<file path="src/rtl/accel_sample_scheduler.sv">
// Periodic X/Y/Z/temperature SPI read sequencer feeding findAvgData.
// Publishes the four results atomically with a one-cycle strobe and flags SPI reads that never complete.
module accel_sample_scheduler #(
  parameter int         SAMPLE_PERIOD = 100000,
  parameter int         TIMEOUT       = 4096,
  parameter logic [7:0] ADDR_X        = 8'h0E,
  parameter logic [7:0] ADDR_Y        = 8'h10,
  parameter logic [7:0] ADDR_Z        = 8'h12,
  parameter logic [7:0] ADDR_T        = 8'h14
) (
  input  logic        clk,
  input  logic        reset,
  input  logic        i_SCHED_enable,
  input  logic        i_SCHED_clrError,
  output logic        o_SPI_start,
  output logic [7:0]  o_SPI_addr,
  input  logic        i_SPI_done,
  input  logic [15:0] i_SPI_rdData,
  output logic [11:0] o_ACCEL_X,
  output logic [11:0] o_ACCEL_Y,
  output logic [11:0] o_ACCEL_Z,
  output logic [18:0] o_ACCEL_T,
  output logic        o_AVG_dataReady,
  output logic        o_SCHED_error,
  output logic        o_SCHED_overrun
);

  localparam int TW = $clog2(SAMPLE_PERIOD);
  localparam int OW = $clog2(TIMEOUT + 1);

  typedef enum logic [2:0] {IDLE, WAIT_TICK, ISSUE, WAIT_DONE, PUBLISH} state_t;

  state_t        r_state, w_next;
  logic [TW-1:0] r_tick_cnt;
  logic [OW-1:0] r_to;
  logic [1:0]    r_idx;
  logic [7:0]    r_addr;
  logic          r_err, r_ovr;
  logic [11:0]   r_sh_x, r_sh_y, r_sh_z;
  logic [11:0]   r_out_x, r_out_y, r_out_z;
  logic [18:0]   r_out_t;
  logic          w_tick, w_busy, w_done_ok, w_timeout;
  logic [11:0]   w_raw;
  logic [3:0]    w_unused_hi;

  function automatic logic [7:0] f_addr(input logic [1:0] idx);
    case (idx)
      2'd0:    return ADDR_X;
      2'd1:    return ADDR_Y;
      2'd2:    return ADDR_Z;
      default: return ADDR_T;
    endcase
  endfunction

  // Temperature is a signed 12-bit reading widened for the averager.
  function automatic logic signed [18:0] f_sext_t(input logic [11:0] raw);
    logic signed [11:0] v;
    v = signed'(raw);
    return 19'(v);
  endfunction

  assign w_raw       = i_SPI_rdData[11:0];
  assign w_unused_hi = i_SPI_rdData[15:12];
  assign w_tick      = i_SCHED_enable && (r_tick_cnt == TW'(SAMPLE_PERIOD - 1));
  assign w_busy      = (r_state == ISSUE) || (r_state == WAIT_DONE) || (r_state == PUBLISH);
  assign w_done_ok   = (r_state == WAIT_DONE) && i_SPI_done;
  // A done arriving on the last allowed cycle still counts as success.
  assign w_timeout   = (r_state == WAIT_DONE) && !i_SPI_done && (r_to >= OW'(TIMEOUT - 1));

  always_ff @(posedge clk or negedge reset) begin
    if (!reset) r_state <= IDLE;
    else        r_state <= w_next;
  end

  always_comb begin
    w_next = r_state;
    case (r_state)
      IDLE:      if (i_SCHED_enable) w_next = WAIT_TICK;
      WAIT_TICK: begin
        if (!i_SCHED_enable) w_next = IDLE;
        else if (w_tick)     w_next = ISSUE;
      end
      ISSUE:     w_next = WAIT_DONE;
      WAIT_DONE: begin
        if (w_done_ok)      w_next = (r_idx == 2'd3) ? PUBLISH : ISSUE;
        else if (w_timeout) w_next = i_SCHED_enable ? WAIT_TICK : IDLE;
      end
      PUBLISH:   w_next = i_SCHED_enable ? WAIT_TICK : IDLE;
      default:   w_next = IDLE;
    endcase
  end

  always_ff @(posedge clk or negedge reset) begin
    if (!reset) begin
      r_tick_cnt <= '0;
      r_to       <= '0;
      r_idx      <= '0;
      r_addr     <= '0;
      r_err      <= 1'b0;
      r_ovr      <= 1'b0;
    end else begin
      if (!i_SCHED_enable || w_tick) r_tick_cnt <= '0;
      else                           r_tick_cnt <= r_tick_cnt + TW'(1);
      r_ovr <= w_tick && w_busy;
      if (w_timeout)             r_err <= 1'b1;
      else if (i_SCHED_clrError) r_err <= 1'b0;
      if (r_state == ISSUE)          r_to <= OW'(1);
      else if (r_state == WAIT_DONE) r_to <= r_to + OW'(1);
      // Address is updated on the edge into ISSUE and then held until done.
      if (r_state == WAIT_TICK && w_tick) begin
        r_idx  <= 2'd0;
        r_addr <= ADDR_X;
      end else if (w_done_ok && r_idx != 2'd3) begin
        r_idx  <= r_idx + 2'd1;
        r_addr <= f_addr(r_idx + 2'd1);
      end
    end
  end

  // Published outputs load on the edge into PUBLISH, so they are valid with the strobe.
  always_ff @(posedge clk or negedge reset) begin
    if (!reset) begin
      r_sh_x  <= '0;
      r_sh_y  <= '0;
      r_sh_z  <= '0;
      r_out_x <= '0;
      r_out_y <= '0;
      r_out_z <= '0;
      r_out_t <= '0;
    end else if (w_timeout) begin
      r_sh_x <= '0;
      r_sh_y <= '0;
      r_sh_z <= '0;
    end else if (w_done_ok) begin
      case (r_idx)
        2'd0: r_sh_x <= w_raw;
        2'd1: r_sh_y <= w_raw;
        2'd2: r_sh_z <= w_raw;
        default: begin
          r_out_x <= r_sh_x;
          r_out_y <= r_sh_y;
          r_out_z <= r_sh_z;
          r_out_t <= f_sext_t(w_raw);
        end
      endcase
    end
  end

  assign o_SPI_start     = (r_state == ISSUE);
  assign o_SPI_addr      = r_addr;
  assign o_AVG_dataReady = (r_state == PUBLISH);
  assign o_SCHED_error   = r_err;
  assign o_SCHED_overrun = r_ovr;
  assign o_ACCEL_X       = r_out_x;
  assign o_ACCEL_Y       = r_out_y;
  assign o_ACCEL_Z       = r_out_z;
  assign o_ACCEL_T       = r_out_t;

endmodule

</file>
<file path="config.mk">
export PLATFORM = sky130hd
export DESIGN_NAME = accel_sample_scheduler
export DESIGN_NICKNAME = d
export VERILOG_FILES = /design/src/rtl/accel_sample_scheduler.sv
export SDC_FILE = /design/constraint.sdc
export NUM_CORES = 1
export LEC_CHECK = 0
export ABC_AREA = 0
export BUFFER_PORTS_ARGS = -buffer_cell sky130_fd_sc_hd__buf_4
export CAP_MARGIN = 10
export CORE_MARGIN = 2
export CORE_UTILIZATION = 56
export CTS_CLUSTER_DIAMETER = 150
export CTS_CLUSTER_SIZE = 25
export DETAILED_ROUTE_END_ITERATION = 10
export PLACE_DENSITY_LB_ADDON = 0.1
export SYNTH_ARGS = -nofsm -noshare
export SYNTH_HDL_FRONTEND = slang
export SYNTH_SLANG_ARGS = --single-unit
</file>
<file path="constraint.sdc">
create_clock -name clk -period 1.97 [get_ports clk]
set_input_delay 0.2955 -clock clk [delete_from_list [all_inputs] [get_ports clk]]
set_output_delay 0.2955 -clock clk [all_outputs]
set_load 0.005 [all_outputs]
</file>
# Word level (Yosys, flattened, before mapping)
# Cells that the tools add are included.
# word_totals
in_bits,21
word_cells,89
register_bits,129
# op_classes
n_bitwise,2
n_eq_ne,14
mux,27
reduce_logical,28
add_sub_neg,3
magnitude_cmp,1
# ops
operator,count
$mux W12,9
$mux W13,2
$mux W3,6
$add A17 B1 Y17 const B,1
$eq A17 B17 Y1 const B,1
$mux W17,1
$mux W8,2
$pmux W3 S5,1
$pmux W5 S3,1
$reduce_bool A2 Y1,7
$add A13 B1 Y13 const B,1
$ge A13 B12 Y1 const B,1
$logic_and A1 B1 Y1,7
$eq A2 B2 Y1 const B,3
$eq A3 B2 Y1 const B,2
$ne A3 B3 Y1 const B,2
$reduce_and A2 Y1,3
$reduce_and A3 Y1,2
$eq A2 B1 Y1 const B,2
$logic_not A2 Y1,2
$mux W2,2
$ne A2 B2 Y1 const B,2
$eq A3 B1 Y1 const B,1
$eq A3 B3 Y1 const B,1
7 further kinds,13

# Depth between registers and ports, before layout
# depth
ltp_word,6
ltp_mapped,7
ltp_nobuf,5

# Worst setup path after synthesis
# OpenSTA, ideal clock, no wires.
# synth_path
kind,flip-flop to flip-flop
start,register r_state[0]
end,"register, netlist name o_ACCEL_T[11]"
arrival_time_ns,1.472
period_less_slack_ns,1.600
path_stages_with_launch,8
required_time_ns,1.842
slack_ns,0.370
path_cell_list,dfrtp_1 > buf_2 > and4b_1 > buf_2 > nand2_2 > buf_6 > buf_6 > mux2_1
# synth_between
elab_chain_len,5
# synth_lines
element,line,source
"start, declared",33,"state_t r_state, w_next;"
"start signal, assigned",72,else r_state <= w_next;
$eq A3 B2 Y1 *,"66, 68",
$logic_and A1 B1 Y1 (2 in a row),68,assign w_timeout = (r_state == WAIT_DONE) && !i_SPI_done && (r_to >= OW'(TIMEOUT - 1));
$not A1 Y1 (no line),-,
$reduce_and A3 Y1 (no line) *,-,
# Every way passes the cells marked *; elsewhere a longest branch is shown, timed or not.
# A chain may end at the register's enable or synchronous reset.

# Worst setup path after layout
# layout_path
start,register r_state[2]
end,output port o_SPI_start
# layout_between
elab_chain_len,1
# layout_lines
element,line,source
$eq A3 B2 Y1,149,assign o_SPI_start = (r_state == ISSUE);
"end, declared",15,"output logic o_SPI_start,"
# Every way passes these cells.

==> out/results.tsv <==
metric	value	unit
Slew Limit Fails	0	
clk sinks	125	
final net count	613	
EDFF count, synth	0	
Period minus WS final	1.861	ns
synth warn	0	
RR Endpoint	r_tick_cnt[14]	
largest family of logic cells by synthesized area	simple AND/OR/NAND/NOR gates	
Antenna Nets Post-Route	0	
min-delay worst type	input pin to flop	
Die Wd	103.5	um
Longest Clk Path Bufs	2	
largest net degree at the start of global routing	49	
WP depth	4	
ANT cells	0	
Required @ worst endpoint	1.67	ns
CTS tree	done	
commonest non-fill, non-tap cells in the layout	dfrtp_1 (123), nand2_1 (99), buf_4 (87)	
crit start category	flop	
post-route setup slack	0.1089	ns
Placer Congestion	0.8264	
TNS Setup	0	ns
vias	3954	
crit path launch	r_state[2]	
kind of critical path	flop to output pin	
Reg2Reg Depth	6	
Starting DRT DRC Count	131	
Main synth FF type	dfrtp_1	
Worst R2R Start	r_tick_cnt[0]	
die area	10710	um2
Lkg Pwr	3.296	nW
Final Hold Vio Count	0	
antenna violations before repair	0	
Max IR drop VDD	0.8207	mV
placed cells	698	
clock root buffer	clkbuf_8	
max_cap viols	0	
first-pass GRT wire length	19.89	mm
R2R Setup Slk	0.21	ns
input/output buffers	79	
drc violations	0	
Initial Util	0.5725	
multiplexer share of the synthesized area	0.1137	
xor and xnor area share after synthesis	0.02528	
gr usage total	0.2313	
DRT Pass-1 Iters	4	
Max FO, Critical Path	22	
worst-skew pair later-pin latency	0.51	ns
Cell Chain, Critical Path	nand2b_1 -> buf_4 -> nor2_2 -> buf_4	
FFs w/ async S/R, synth	1.000	
most frequent CP cell	buf_4	
Worst setup EP type	output pin	
#FFs+latches synth	125	
Ports	88	
Mapped Area	5544	um2
# fillers	698	
RSZ-0062 raised after global routing	false	
dpl ws	0.2073	ns
P&R area growth vs syn	22.79	%
fin cells	731	
DR vias/cell	5.409	
worst hold stages	2	
WP buf/inv	2	
vias in the first global route	3967	
period utilization	0.9447	
WL final	11.54	mm
CP delay by family, top	flip-flops	
post-synth cell types	48	
critical path's slowest cell	dfrtp_2	
CP peak stage delay	0.44	ns
Synth Area in Compound Gates	0.06635	
CTS Buf Count	17	
Critical Path End	o_SPI_start	
Slew headroom	0.6470	
PwrDens	1369	nW/um2
status	complete, no violations	
fmax	0.5373	GHz
final setup vio count	0	
Mapped Cells	506	
Seq/Total Area, Yosys	0.5642	
post-DP HPWL	7.494	mm
postcts setup bufs	0	
proportion of layout cells with a drive suffix above 1	0.2692	
Synth Area in Adders	0.01580	
commonest non-fill, non-tap cell in the layout	dfrtp_1	
H-tree levels	4	
GRT Residual Overflow	0	
post-synthesis simple-gate area fraction	0.1661	
num rows	36	
clk slew on worst S/H paths	0.06	ns
DIE HEIGHT	103.5	um
wire per inst	15.79	um
Worst Tran Pin Value	0.5282	ns
Placeable Area	9684	um2
worst path arrival time	1.57	ns
syn_area_per_cell	10.96	um2
clk_skew	0.01277	ns
## power breakdown
part	total, mW	switching [mW]	internal [mW]
Sequential	3.97	0.570	3.40
Clock	2.99	1.17	1.82
Combinational	2.35	1.08	1.27
## logic make-up after synthesis
kind of cell,count (synthesis)
buf+inv,42
other cells,1
simple gates,192
mux,57
xor+xnor,16
fa+ha+maj,7
flops,125
compound gates,66
## worst register-to-register path, cell delays in order (launching register included)
cell     delay [ns]
dfrtp_1        0.39
ha_1           0.24
and4_2         0.31
nand4_1        0.26
nand2_1        0.15
buf_4          0.21
nor2_1         0.08
## worst min-delay path by stage
stage	startpoint	to	slack [ns]
final	i_SPI_rdData[7]	o_ACCEL_T[7]	0.04
after CTS	i_SPI_rdData[7]	o_ACCEL_T[7]	0.02
after floorplan	reset	o_ACCEL_T[0]	-0.00009
after global placement	reset	o_ACCEL_Y[5]	0.28
after global routing	i_SPI_rdData[7]	o_ACCEL_T[7]	0.02
after detailed placement	reset	o_ACCEL_Y[5]	0.28
## cells in the mapped netlist (2+ instances only)
| cell type | number | area, um2 |
|---|---|---|
| nor2_1 | 29 | 108.9 |
| xnor2_1 | 8 | 70.07 |
| nand2b_1 | 3 | 18.77 |
| nor3_1 | 7 | 35.03 |
| xor2_1 | 8 | 70.07 |
| a21o_1 | 2 | 15.01 |
| mux2_1 | 20 | 225.2 |
| nand2_1 | 99 | 371.6 |
| o31ai_1 | 2 | 15.01 |
| or3_1 | 3 | 18.77 |
| dfrtp_1 | 125 | 3128 |
| mux2i_1 | 9 | 90.09 |
| and3_1 | 4 | 25.02 |
| o21ai_0 | 12 | 60.06 |
| nand4_2 | 2 | 25.02 |
| nand4_1 | 8 | 50.05 |
| nor2b_1 | 3 | 18.77 |
| nand3_1 | 10 | 50.05 |
| clkbuf_1 | 6 | 22.52 |
| nor4_1 | 4 | 25.02 |
| and4_1 | 4 | 35.03 |
| buf_4 | 11 | 82.58 |
| a22o_1 | 3 | 26.28 |
| ha_1 | 7 | 87.58 |
| and2_1 | 4 | 25.02 |
| inv_1 | 7 | 26.28 |
| mux2_2 | 28 | 315.3 |
| buf_2 | 10 | 50.05 |
| a21oi_1 | 43 | 215.2 |
| buf_6 | 7 | 78.83 |
## what timing repair did
item | 4_1_cts | 5_1_grt
endpoints found under the setup margin | 0 | 1
hold buffers | 1 | 0
endpoints found under the hold margin | 31 | 0
resized for setup | 0 | 3
## registers in the layout, indices dropped and copies added, names as in the netlist
| register | cells |
|---|---|
| o_ACCEL_T | 12 |
| o_ACCEL_X | 12 |
| o_ACCEL_Y | 12 |
| o_ACCEL_Z | 12 |
| o_SCHED_error | 1 |
| o_SCHED_overrun | 1 |
| o_SPI_addr | 4 |
| r_idx | 2 |
| r_sh_x | 12 |
| r_sh_y | 12 |
| r_sh_z | 12 |
| r_state | 3 |
| r_tick_cnt | 17 |
| r_to | 13 |
## per-layer routing
metal	wire length, um	vias up	track usage
li1	-	1877	-
met1	5018	1965	0.3074
met2	5913	99	0.3770
met3	450	13	0.05349
met4	156	0	0.08205
met5	0	-	0
## metrics by stage
step / hold WS, ns / power [mW] / util / area [um2]
2_1_floorplan: -0.00009107 / 5.284 / - / 5555
3_3_place_gp: 0.2765 / 6.211 / 0.6419 / 6216
3_5_place_dp: 0.2798 / 6.344 / 0.6419 / 6216
4_1_cts: 0.01751 / 9.397 / 0.7025 / 6803
5_1_grt: 0.02092 / 9.900 / 0.7030 / 6808
6_report: 0.03741 / 9.317 / 0.7030 / 6808
## final cells by class
| cell class | instances | area [um2] | area share |
|---|---|---|---|
| Sequential cell | 125 | 3131 | 0.4598 |
| Timing Repair Buffer | 92 | 743.2 | 0.1092 |
| Tap cell | 133 | 166.4 | 0.02444 |
| Multi-Input combinational cell | 342 | 2165 | 0.3180 |
| Clock inverter | 14 | 158.9 | 0.02334 |
| Clock buffer | 18 | 417.9 | 0.06139 |
| Inverter | 7 | 26.28 | 0.003860 |
Note: power is estimated with default switching activity, not from simulation.
